--- src/rtl/mux2_4b_seq_if.sv ---
// Operand/select bus between the mux2_4b_seq sequencer and its controller.
//   D, Ld_A, Ld_B, Start, Abort : controller -> sequencer
//   A, B, S0, Busy, Done         : sequencer  -> controller / mux
interface mux2_4b_seq_if;
  logic [3:0] D;
  logic       Ld_A;
  logic       Ld_B;
  logic       Start;
  logic       Abort;
  logic [3:0] A;
  logic [3:0] B;
  logic       S0;
  logic       Busy;
  logic       Done;

  modport master (output D, Ld_A, Ld_B, Start, Abort,
                  input  A, B, S0, Busy, Done);
  modport slave  (input  D, Ld_A, Ld_B, Start, Abort,
                  output A, B, S0, Busy, Done);
endinterface

--- src/rtl/mux2_4b_seq.sv ---
// Operand/select sequencer for a 4-bit 2:1 mux. Holds operands A/B and sweeps
// S0 low for DWELL cycles, then high for DWELL cycles, PASSES times per Start,
// then pulses Done for one cycle.
//   Clk   : clock, rising edge
//   Rst_n : asynchronous active-low reset
//   bus   : slave side of mux2_4b_seq_if (loads/start/abort in, A/B/S0/Busy/Done out)
// All outputs come straight from flops.
module mux2_4b_seq #(
  parameter int DWELL  = 10,  // 1..255
  parameter int PASSES = 1    // 1..15
) (
  input  logic          Clk,
  input  logic          Rst_n,
  mux2_4b_seq_if.slave  bus
);

  typedef enum logic [1:0] {IDLE, RUN_A, RUN_B, DONE} state_t;

  localparam logic [7:0] DWELL_LAST  = 8'(DWELL - 1);
  localparam logic [3:0] PASSES_LAST = 4'(PASSES - 1);

  state_t     state;
  logic [7:0] dwell;
  logic [3:0] pass;
  logic [3:0] a_q, b_q;
  logic       s0_q, busy_q, done_q;

  always_ff @(posedge Clk or negedge Rst_n) begin
    if (!Rst_n) begin
      state  <= IDLE;
      dwell  <= '0;
      pass   <= '0;
      a_q    <= '0;
      b_q    <= '0;
      s0_q   <= 1'b0;
      busy_q <= 1'b0;
      done_q <= 1'b0;
    end else begin
      case (state)
        IDLE: begin
          // Loads land on the same edge as Start, so the sweep sees new data.
          if (bus.Ld_A) a_q <= bus.D;
          if (bus.Ld_B) b_q <= bus.D;
          if (bus.Start) begin
            state  <= RUN_A;
            dwell  <= '0;
            pass   <= '0;
            s0_q   <= 1'b0;
            busy_q <= 1'b1;
          end
        end
        RUN_A, RUN_B: begin
          // Abort wins over any dwell-expiry transition.
          if (bus.Abort) begin
            state  <= IDLE;
            dwell  <= '0;
            pass   <= '0;
            s0_q   <= 1'b0;
            busy_q <= 1'b0;
          end else if (dwell != DWELL_LAST) begin
            dwell <= dwell + 8'd1;
          end else if (state == RUN_A) begin
            state <= RUN_B;
            dwell <= '0;
            s0_q  <= 1'b1;
          end else if (pass == PASSES_LAST) begin
            state  <= DONE;
            dwell  <= '0;
            pass   <= '0;
            s0_q   <= 1'b0;
            busy_q <= 1'b0;
            done_q <= 1'b1;
          end else begin
            state <= RUN_A;
            dwell <= '0;
            pass  <= pass + 4'd1;
            s0_q  <= 1'b0;
          end
        end
        DONE: begin
          state  <= IDLE;
          done_q <= 1'b0;
        end
        default: state <= IDLE;
      endcase
    end
  end

  assign bus.A    = a_q;
  assign bus.B    = b_q;
  assign bus.S0   = s0_q;
  assign bus.Busy = busy_q;
  assign bus.Done = done_q;

endmodule

--- src/flat_wrapper.sv ---
// flat-port wrapper written by rule: the top's interface ports become plain ports
module mux2_4b_seq_flat 
#(
  parameter int DWELL  = 10,           
  parameter int PASSES = 1            
)
  (Clk, Rst_n, bus_D, bus_Ld_A, bus_Ld_B, bus_Start, bus_Abort, bus_A, bus_B, bus_S0, bus_Busy, bus_Done);
  mux2_4b_seq_if bus_i ();
  input  logic Clk;
  input  logic Rst_n;
  input wire logic [$bits(bus_i.D)-1:0] bus_D;
  input wire logic [$bits(bus_i.Ld_A)-1:0] bus_Ld_A;
  input wire logic [$bits(bus_i.Ld_B)-1:0] bus_Ld_B;
  input wire logic [$bits(bus_i.Start)-1:0] bus_Start;
  input wire logic [$bits(bus_i.Abort)-1:0] bus_Abort;
  output wire logic [$bits(bus_i.A)-1:0] bus_A;
  output wire logic [$bits(bus_i.B)-1:0] bus_B;
  output wire logic [$bits(bus_i.S0)-1:0] bus_S0;
  output wire logic [$bits(bus_i.Busy)-1:0] bus_Busy;
  output wire logic [$bits(bus_i.Done)-1:0] bus_Done;
  assign bus_i.D = bus_D;
  assign bus_i.Ld_A = bus_Ld_A;
  assign bus_i.Ld_B = bus_Ld_B;
  assign bus_i.Start = bus_Start;
  assign bus_i.Abort = bus_Abort;
  assign bus_A = bus_i.A;
  assign bus_B = bus_i.B;
  assign bus_S0 = bus_i.S0;
  assign bus_Busy = bus_i.Busy;
  assign bus_Done = bus_i.Done;
  mux2_4b_seq #(.DWELL(DWELL), .PASSES(PASSES)) u_core (.Clk(Clk), .Rst_n(Rst_n), .bus(bus_i));
endmodule
--- config.mk ---
export PLATFORM = sky130hd
export DESIGN_NAME = mux2_4b_seq_flat
export DESIGN_NICKNAME = d
export VERILOG_FILES = /design/src/rtl/mux2_4b_seq_if.sv /design/src/rtl/mux2_4b_seq.sv /design/src/flat_wrapper.sv
export SDC_FILE = /design/constraint.sdc
export NUM_CORES = 1
export LEC_CHECK = 0
export ABC_AREA = 1
export CAP_MARGIN = 20
export CORE_MARGIN = 2
export CORE_UTILIZATION = 46
export CTS_CLUSTER_SIZE = 30
export DETAILED_ROUTE_END_ITERATION = 10
export GPL_ROUTABILITY_DRIVEN = 0
export MAX_ROUTING_LAYER = met4
export PLACE_DENSITY = 0.74
export SYNTH_ARGS = -nofsm -noshare
export SYNTH_HDL_FRONTEND = slang
export SYNTH_SLANG_ARGS = --single-unit
--- constraint.sdc ---
create_clock -name Clk -period 5.2 [get_ports Clk]
set_clock_uncertainty 0.1 [all_clocks]
set_input_delay 1.04 -clock Clk [delete_from_list [all_inputs] [get_ports Clk]]
set_output_delay 1.04 -clock Clk [all_outputs]
set_load 0.02 [all_outputs]
==> Word-level counts from Yosys, hierarchy flattened <==
Index checks and enable logic that the tools add are counted.
{ "totals": {"latchBits": 0, "romBits": 0, "reg_bits": 25, "memories": 0, "inputBits": 10, "output_inout_bits": 11, "ramBits": 0} }
{ "classes": {"bitwise_logic": 0, "n_mux": 32, "n_addsub": 2, "n_eq_ne": 12, "reduce_logical": 13, "mul": 0, "n_div": 0, "order_cmp": 0, "n_shift": 0} }
{ "op_table": {"columns": ["operator", "count"], "rows": [
  ["$mux 8", 3],
  ["$mux 4", 5],
  ["$pmux 8 s2", 1],
  ["$mux 1", 13],
  ["$mux 2", 5],
  ["$reduce_and 5->1", 2],
  ["$add 8x1->8 const B", 1],
  ["$ne 2x2->1 const B", 4],
  ["$ne 8x4->1 const B", 1],
  ["$pmux 4 s2", 1],
  ["$reduce_and 2->1", 4],
  ["$ne 3x3->1 const B", 2],
  ["$pmux 1 s2", 3],
  ["$pmux 2 s3", 1],
  ["$add 4x1->4 const B", 1],
  ["$eq 2x2->1 const B", 2],
  ["$logic_not 4->1", 1],
  ["$reduce_and 4->1", 1],
  ["$reduce_bool 2->1", 2],
  ["$ne 3x2->1 const B", 1],
  ["$reduce_and 3->1", 1],
  ["$eq 2x1->1 const B", 1],
  ["$logic_not 2->1", 1],
  ["$ne 2x1->1 const B", 1],
  ["$reduce_or 2->1", 1]
]} }

==> Logic depth before layout (Yosys ltp) <==
Gate-level depths: netlist of the first run.
{ "depth": {"word_depth": 6, "depth_mapped": 9} }

==> Worst setup path after synthesis of the first run <==
OpenSTA, ideal clock, no wires.
{ "synth_path": {"path_type": "input to register", "start": "input port bus_Start", "end": "register u_core.dwell[7]", "setup_slack_ps": 3410, "setup_time_ps": 117, "stages": 6, "arrival_ps": 1573, "path_cell_list": "nand2_1 -> o21ai_2 -> buf_4 -> nand4_1 -> nor2_1 -> nor2_1"} }
{ "synth_between": {"elab_chain_len": 2} }
{ "synth_rtl": {"columns": ["item", "line", "source"], "rows": [
  ["from (decl)", "flat_wrapper.sv:14", "input wire logic [$bits(bus_i.Start)-1:0] bus_Start;"],
  ["$ne 2x2->1 (no line)", null, null],
  ["$reduce_and 2->1 (no line)", null, null],
  ["to (signal assigned)", "mux2_4b_seq.sv:61", "dwell <= dwell + 8'd1;"],
  ["to (decl)", "mux2_4b_seq.sv:23", "logic [7:0] dwell;"]
]} }
No other way between the ends.
A chain may end at the register's enable or synchronous reset.

==> Worst setup path in the final report of the first run <==
{ "layout_path": {"start": "register u_core.a_q[2] (netlist: u_core.bus.A[2])", "end": "output port bus_A[2]"} }
{ "layout_rtl": {"columns": ["item", "line", "source"], "rows": [
  ["from (decl)", "mux2_4b_seq.sv:25", "logic [3:0] a_q, b_q;"],
  ["from (signal assigned)", "mux2_4b_seq.sv:42", "if (bus.Ld_A) a_q <= bus.D;"],
  ["to (decl)", "flat_wrapper.sv:16", "output wire logic [$bits(bus_i.A)-1:0] bus_A;"]
]} }
No word-level cell between the ends.

==> results of run 1 <==
## cells by family (layout without fill, tap and decap cells)
kind of cell,after synthesis,after routing
adder cells (fa/ha/maj),9,9
buffers and inverters,25,49
flip-flops,25,25
XOR/XNOR,2,2
AO/OA/AOI/OAI,26,26
AND/OR/NAND/NOR,78,78
## registers in the layout, indices dropped and copies added (netlist names)
signal	flops
u_core.bus.B	4
u_core.bus.A	4
u_core.dwell	8
u_core.bus.Done	1
u_core.bus.S0	1
u_core.state	2
u_core.pass	4
u_core.bus.Busy	1
## metrics by stage
stage,cells,worst slack [ns]
after global routing,220,2.68
after CTS,220,2.71
after floorplan,165,3.41
after detailed placement,216,2.72
final,220,2.72
after global placement,215,2.69
## routing by layer
metal | GRT usage (%) | part of all wire (%)
met2 | 29.1 | 47
met4 | 5.98 | 1.5
met3 | 2.01 | 3.0
met1 | 23.3 | 49
met5 | - | 0
## how the worst max path moves through the flow
stage	start	to	slack [ns]	cells after the start
3_5_place_dp	bus_Start	u_core.pass[1]	2.72	6
3_3_place_gp	Rst_n	u_core.bus.A[2]	2.69	1
5_1_grt	u_core.bus.A[2]	bus_A[2]	2.68	1
4_1_cts	u_core.bus.Busy	bus_Busy	2.71	1
2_1_floorplan	bus_Start	u_core.dwell[7]	3.41	6
6_report	u_core.bus.A[2]	bus_A[2]	2.72	1
## power breakdown
| part | total, µW | switching, µW | internal (µW) |
|---|---|---|---|
| Clock | 94.8 | 65.2 | 29.5 |
| Combinational | 400 | 248 | 152 |
| Sequential | 284 | 36.2 | 248 |
## cell usage in the layout, fill, tap and decap left out, types with 6 or more instances in the layout
cell	Yosys	layout
ha_1	9	9
inv_1	21	21
nand2_1	42	42
nand3_1	6	6
nand4_1	6	6
dfrtp_1	25	25
clkdlybuf4s50_1	0	20
a21oi_1	6	6
nor2_1	18	18
o21ai_1	7	7
o21ai_0	9	9
## cell type report
cell class	instances	share of cell area [%]
clock inverter	1	0.467
sequential	25	38.9
timing repair buffer	21	13.4
clock buffer	3	1.40
multi-input combinational	115	37.8
tap	31	2.41
inverter	24	5.61
==> impl_metrics.py, run 1 <==
metrics = {
    "global_route": {
        "grt_antenna_before_repair": 0,
        "grt_pass1_vias": 1060,
        "grt_usage_pct": 17.9,
        "grt_pass1_wl_mm": 4.53,
        "overflow": 0,
        "grt_max_degree": 21,
    },
    "worst_setup_path": {
        "timing.critical_path.slowest_cell_delay_ns": 0.61,
        "r2r_slack_ns": 3.06,
        "reg2reg_from": "u_core.state[0]",
        "critical_path.top_delay_family": "buffers and inverters",
        "start_kind": "flip-flop",
        "crit_chain": "clkdlybuf4s50_1",
        "cp_max_fo": 2,
        "critPathKind": "reg2out",
        "slowest_stage": "clkdlybuf4s50_1",
        "crit_arrival_ns": 1.34,
        "setup.worst_path.end_class": "output pin",
        "cp_num_buf_inv": 1,
        "r2r_end": "u_core.pass[1]",
        "cp.required_ns": 4.06,
        "reg2reg_depth": 7,
    },
    "sta": {
        "fmax_mhz": 403,
        "slew_violations": 0,
        "setup_viol": 0,
        "min_period_ns": 2.48,
        "period_share_pct": 47.7,
        "maxSlewHeadroom_pct": 66.6,
        "worst_slew_pin_slew_ns": 0.501,
        "finalSetupTns_ns": 0,
        "hold_viol_final": 0,
        "holdWs_ns": 0.404,
        "rsz0062_at_grt": "no",
    },
    "synth": {
        "mappedNetlistArea_um2": 1330,
        "synth-simple-area-share_pct": 25.2,
        "synth.most_common_cell": "nand2_1",
        "synth_flop_cell": "dfrtp_1",
        "ys_types": 21,
        "synth_edf_count": 0,
        "synthTopCellsByArea": "dfrtp_1, nand2_1, ha_1",
        "ys_top_cells_by_count": "nand2_1, dfrtp_1, inv_1, nor2_1",
        "synthAdderAreaFrac_pct": 8.47,
        "synth-xor-area-share_pct": 1.32,
        "synth.mux.area_fraction_pct": 0,
        "synth_seq_cells": 25,
        "async_reset_ff_share_pct": 100,
        "synth_compound_area_share_pct": 10.6,
        "yosys.area.top_type": "dfrtp_1",
        "synth_seq_area_share_pct": 47.0,
        "postSynthAreaPerCell_um2": 8.06,
        "synth_top_family_by_area": "simple AND/OR/NAND/NOR gates",
        "synth_cells": 165,
        "ys_warn_count": 0,
        "synth_top_cell_area_share_pct": 47.0,
        "synth_nets": 184,
    },
    "min_path": {
        "min_from": "u_core.bus.Busy",
        "hp-class": "reg2reg",
        "min_path_cells": 2,
        "whs_endpoint": "u_core.bus.Busy",
    },
    "clock_tree": {
        "cts-root-buf": "clkbuf_4",
        "clkSinkCount": 25,
        "cts_tree": "done",
        "cts_resized": 0,
        "cts.hold.buffers_added": 0,
        "clk_latency_ns": 0.34,
        "htreeDepth": 1,
        "clk_path_buf_depth": 2,
        "numCtsBuffers": 3,
        "cts_setup_buffers": 0,
        "cts.clk_slew.worst_paths_ns": 0.15,
    },
    "final_layout": {
        "post-route-util_pct": 58.3,
        "regArea_um2": 626,
        "stdcell_area_um2": 1610,
        "antenna_cells": 0,
        "drive_gt1_share_pct": 6.88,
        "nets": 209,
        "syn_to_final_growth_pct": 20.8,
        "fillCellCount": 255,
        "multi_input_area_um2": 607,
    },
    "floorplanning": {
        "die_h_um": 57.8,
        "num_rows": 19,
        "dieArea_um2": 3340,
        "io_pins": 21,
        "dieWidth_um": 57.8,
        "coreArea_um2": 2760,
        "initial_core_util_pct": 48.2,
    },
    "status": {
        "status": "completed",
    },
    "place": {
        "port_buffers": 20,
        "dpl.hpwl_mm": 2.02,
        "place_area_um2": 1580,
    },
    "detailed_routing": {
        "first_iter_violations": 28,
        "wire_per_inst_um": 12.0,
        "vias_per_cell": 5.25,
        "final_antenna_net_count": 0,
        "drt_first_pass_iters": 5,
        "post-route-drc-count": 0,
        "wl_mm": 2.64,
        "via_count": 1154,
    },
    "pwr": {
        "ir_drop_v": 0.000315,
        "p_leak_uw": 0.000763,
        "p_per_area_nw_per_um2": 485,
        "total_power_uw": 779,
    },
    "flow_run": {
        "drv_cap": 0,
    },
}
(Power assumes the default switching activity.)
==> inputs of run 2 (changes only) <==
clock period = 2.5 ns   (was 5.2 ns; I/O delays follow)
==> run 2 against run 1 <==
Compared with the run above:
- core utilization is 0.36 points lower
- non-clock buffer count stayed put
- register-to-register slack worse by 2.6 ns
- first-iteration DRC count is 14% lower
- sequential power is 110% higher
- largest power group unchanged
==> impl_metrics.py, run 2 (synthesized netlist as in run 1, its figures left out) <==
metrics = {
    "clock_tree": {
        "numCtsBuffers": 3,
        "cts_tree": "done",
        "cts_resized": 0,
        "clk_latency_ns": 0.31,
        "clk_path_buf_depth": 2,
        "cts.clk_slew.worst_paths_ns": 0.14,
        "cts_setup_buffers": 0,
        "htreeDepth": 1,
        "cts-root-buf": "clkbuf_4",
        "clkSinkCount": 25,
        "cts.hold.buffers_added": 0,
    },
    "floorplanning": {
        "dieWidth_um": 57.8,
        "die_h_um": 57.8,
        "num_rows": 19,
        "dieArea_um2": 3340,
        "initial_core_util_pct": 48.2,
        "coreArea_um2": 2760,
        "io_pins": 21,
    },
    "worst_setup_path": {
        "slowest_stage": "dfrtp_1",
        "cp_num_buf_inv": 2,
        "critPathKind": "reg2reg",
        "setup.worst_path.end_class": "flip-flop",
        "timing.critical_path.slowest_cell_delay_ns": 0.44,
        "r2r_slack_ns": 0.43,
        "start_kind": "flip-flop",
        "crit_chain": "inv_1, ha_1, inv_2, o21ai_2, nand3_2, nand2_1, o21ai_1",
        "critical_path.top_delay_family": "compound AO/OA/AOI/OAI gates",
        "cp.required_ns": 2.62,
        "crit_arrival_ns": 2.18,
        "cp_max_fo": 11,
    },
    "final_layout": {
        "drive_gt1_share_pct": 6.88,
        "syn_to_final_growth_pct": 20.0,
        "antenna_cells": 0,
        "layout_commonest_cell": "nand2_1",
        "mostFrequentLayoutCells": "nand2_1, dfrtp_1, inv_1",
        "largest_register_ffs": 8,
        "layoutNonFillerInstCount": 220,
        "nets": 209,
        "largest-register": "u_core.dwell",
    },
    "global_route": {
        "grt_pass1_wl_mm": 4.72,
        "grt_usage_pct": 18.1,
        "grt_pass1_vias": 1166,
        "grt_antenna_before_repair": 0,
        "grt_max_degree": 26,
        "overflow": 0,
    },
    "detailed_routing": {
        "final_antenna_net_count": 0,
        "post-route-drc-count": 0,
        "via_count": 1157,
        "vias_per_cell": 5.26,
        "drt-met1-wl_mm": 1.18,
        "top_layer": "met3",
        "first_iter_violations": 24,
        "drt_first_pass_iters": 4,
        "met3_length_um": 106,
        "met2WireLength_mm": 1.38,
        "wire_per_inst_um": 12.1,
        "wl_mm": 2.67,
    },
    "place": {
        "placed_cells_incl_taps": 216,
        "port_buffers": 20,
        "dpl.hpwl_mm": 2.08,
    },
    "pwr": {
        "p_int_uw": 890,
        "p_per_area_nw_per_um2": 997,
        "ir_drop_v": 0.000677,
        "p_clk_share_pct": 11.3,
        "power_switching_uw": 702,
        "pwr-share-comb_pct": 51.4,
        "seqPwrFrac_pct": 37.3,
        "swShare_pct": 44.1,
        "p_leak_uw": 0.000764,
    },
    "min_path": {
        "hp-class": "reg2reg",
    },
    "status": {
        "status": "completed",
    },
    "sta": {
        "finalSetupTns_ns": 0,
        "setup_viol": 0,
        "maxSlewHeadroom_pct": 69.1,
        "worst_slew_pin_slew_ns": 0.463,
        "rsz0062_at_grt": "no",
        "period_share_pct": 82.7,
        "min_period_ns": 2.07,
        "fmax_mhz": 484,
        "hold_viol_final": 0,
        "slew_violations": 0,
    },
    "flow_run": {
        "drv_cap": 0,
    },
}
==> run 2: routing by layer <==
metal / vias to the layer above / global-route usage [%]
met5: - / -
met4: 0 / 2.66
met3: 0 / 3.57
met2: 25 / 32.6
met1: 555 / 21.3
li1: 577 / -
==> run 2: per-stage QoR <==
stage / utilization, % / setup WS, ns / area (µm²) / hold slack, ns / power (µW)
floorplan: - / 0.830 / 1330 / 0.104 / 1130
global placement: 56.9 / 0.579 / 1570 / 0.368 / 1400
detailed placement: 56.9 / 0.457 / 1570 / 0.367 / 1420
CTS: 57.9 / 0.430 / 1600 / 0.401 / 1610
global route: 57.9 / 0.188 / 1600 / 0.414 / 1720
finish: 57.9 / 0.434 / 1600 / 0.400 / 1590
==> run 2: worst register-to-register path, stage by stage (launching register included) <==
cell	delay, ns
dfrtp_1	0.44
inv_1	0.09
ha_1	0.41
inv_2	0.09
o21ai_2	0.39
nand3_2	0.25
nand2_1	0.12
o21ai_1	0.07
==> run 2: path summary, 6_finish.rpt <==
kind                                       from              end  cells past startpoint
min in group asynchronous                 Rst_n   u_core.pass[0]                      2
worst max register to register  u_core.state[0]   u_core.pass[1]                      7
worst min register to register  u_core.bus.Busy  u_core.bus.Busy                      2
worst min-delay path            u_core.bus.Busy  u_core.bus.Busy                      2
max in group asynchronous                 Rst_n  u_core.dwell[6]                      2
worst max-delay path            u_core.state[0]   u_core.pass[1]                      7
==> run 2: layout make-up <==
class / count / area (µm²)
Inverter: 24 / 90.1
Multi-Input combinational cell: 115 / 607
Timing Repair Buffer: 21 / 208
Clock buffer: 3 / 22.5
Clock inverter: 1 / 5.00
Tap cell: 31 / 38.8
Sequential cell: 25 / 626
Fill cell: 255 / 1160
==> run 2: power groups by stage <==
stage	Sequential, µW	Clock (µW)	Combinational [µW]
detailed placement	599	0	822
global route	609	200	910
global placement	595	0	801
floorplan	695	0	434
CTS	595	186	826
finish	594	179	818
==> inputs of run 3 (changes only) <==
PLACE_DENSITY = 0.77   (was 0.74)
clock period = 1.9 ns   (was 2.5 ns; I/O delays follow)
==> run 3 against run 2 <==
Compared with the run above:
- flip-flop and latch count did not move
- global-route usage is 1.0 points higher
- design area is 3.1% higher
- worst setup slack worse by 0.35 ns
- non-clock buffer count is 4 higher
- core utilization rose by 1.8 points
- sequential share of layout area down 1.2 points
- critical endpoint is now bus_Busy
- die area did not move
- sequential power increased by 30%
- critical path type is now reg2out
==> impl_metrics.py, run 3 (synthesized netlist as in run 1, its figures left out) <==
metrics = {
    "floorplanning": {
        "dieWidth_um": 57.8,
        "dieArea_um2": 3340,
        "initial_core_util_pct": 48.2,
        "coreArea_um2": 2760,
        "io_pins": 21,
        "die_h_um": 57.8,
        "num_rows": 19,
    },
    "worst_setup_path": {
        "start_kind": "flip-flop",
        "reg2reg_from": "u_core.state[1]",
        "slowest_stage": "clkdlybuf4s50_1",
        "critPathKind": "reg2out",
        "critical_path.top_delay_family": "buffers and inverters",
        "r2r_slack_ns": 0.13,
        "cp_max_fo": 2,
        "crit_arrival_ns": 1.34,
        "r2r_end": "u_core.bus.S0",
        "timing.critical_path.slowest_cell_delay_ns": 0.63,
        "cp_num_buf_inv": 1,
        "setup.worst_path.end_class": "output pin",
        "reg2reg_depth": 9,
        "cp.required_ns": 1.42,
        "crit_chain": "clkdlybuf4s50_1",
    },
    "detailed_routing": {
        "vias_per_cell": 5.05,
        "wl_mm": 2.74,
        "via_count": 1131,
        "final_antenna_net_count": 0,
        "post-route-drc-count": 0,
        "first_iter_violations": 11,
        "wire_per_inst_um": 12.2,
        "drt_first_pass_iters": 4,
    },
    "clock_tree": {
        "htreeDepth": 1,
        "clk_path_buf_depth": 2,
        "cts_tree": "done",
        "clk_latency_ns": 0.33,
        "cts.clk_slew.worst_paths_ns": 0.14,
        "cts-root-buf": "clkbuf_4",
        "numCtsBuffers": 3,
        "clkSinkCount": 25,
    },
    "final_layout": {
        "stdcell_area_um2": 1650,
        "drive_gt1_share_pct": 8.81,
        "largest-register": "u_core.dwell",
        "antenna_cells": 0,
        "layout_commonest_cell": "nand2_1",
        "largest_register_ffs": 8,
        "mostFrequentLayoutCells": "nand2_1, dfrtp_1, inv_1",
        "nets": 213,
        "syn_to_final_growth_pct": 23.8,
        "layoutNonFillerInstCount": 224,
    },
    "sta": {
        "setup_viol": 0,
        "finalSetupTns_ns": 0,
        "maxSlewHeadroom_pct": 79.2,
        "min_period_ns": 1.82,
        "period_share_pct": 95.7,
        "fmax_mhz": 550,
        "slew_violations": 0,
        "rsz0062_at_grt": "no",
        "hold_viol_final": 0,
        "worst_slew_pin_slew_ns": 0.312,
        "fin_ws_ns": 0.0821,
    },
    "place": {
        "place_area_um2": 1580,
        "place_worst_setup_slack_ns": 0.00893,
        "dpl.hpwl_mm": 2.08,
        "placed_cells_incl_taps": 218,
        "port_buffers": 20,
    },
    "pwr": {
        "total_power_uw": 2270,
        "p_leak_uw": 0.000789,
        "p_per_area_nw_per_um2": 1380,
        "ir_drop_v": 0.00128,
    },
    "status": {
        "status": "completed",
    },
    "min_path": {
        "hp-class": "in2async",
    },
    "global_route": {
        "grt_pass1_wl_mm": 4.80,
        "overflow": 0,
        "grt_usage_pct": 19.1,
        "grt_pass1_vias": 1161,
        "grt_max_degree": 26,
        "grt_antenna_before_repair": 0,
    },
    "flow_run": {
        "drv_cap": 0,
    },
}
run 3: worst max path at each step:
| stage | slack, ns | endpoint | cells after the start | startpoint |
|---|---|---|---|---|
| global placement | 0.11 | u_core.pass[3] | 7 | u_core.state[1] |
| floorplan | 0.23 | u_core.dwell[7] | 8 | u_core.state[0] |
| global route | 0.02 | u_core.bus.S0 | 9 | u_core.state[1] |
| detailed placement | 0.009 | u_core.pass[3] | 7 | u_core.state[1] |
| finish | 0.08 | bus_Busy | 1 | u_core.bus.Busy |
| CTS | 0.07 | bus_B[3] | 1 | u_core.bus.B[3] |
run 3: layer usage:
metal | GRT usage [%] | up-vias | wire, µm
met5 | - | - | 0
met4 | 7.97 | 0 | 48
met3 | 2.68 | 5 | 103
met2 | 32.3 | 24 | 1380
met1 | 23.0 | 521 | 1210
li1 | - | 581 | -
run 3: cell type report:
cell class	count	area [µm²]
Fill cell	245	1110
Sequential cell	25	626
Multi-Input combinational cell	115	614
Timing Repair Buffer	25	250
Inverter	24	90.1
Tap cell	31	38.8
Clock buffer	3	22.5
Clock inverter	1	5.00
run 3: power by group:
group          internal (µW)  switching [µW]  total (µW)  leakage (µW)
logic                    528             725        1250      0.000444
clock network           79.2             165         244     0.0000177
registers                679            93.2         772      0.000327
total                   1290             983        2270      0.000789
run 3: per-stage QoR:
| step | utilization [%] | hold WS (ns) |
|---|---|---|
| 4_1_cts | 58.7 | 0.307 |
| 3_3_place_gp | 57.4 | 0.367 |
| 5_1_grt | 59.7 | 0.318 |
| 3_5_place_dp | 57.4 | 0.376 |
| 6_report | 59.7 | 0.291 |
| 2_1_floorplan | - | -0.0156 |
run 3: what timing repair did:
action                                  in CTS  in global routing
endpoints found under the setup margin       6                  8
gates resized for setup                      1                  1
hold buffers                                 0                  0
setup buffers                                0                  2
gates cloned                                 0                  0
pin swaps                                    0                  1
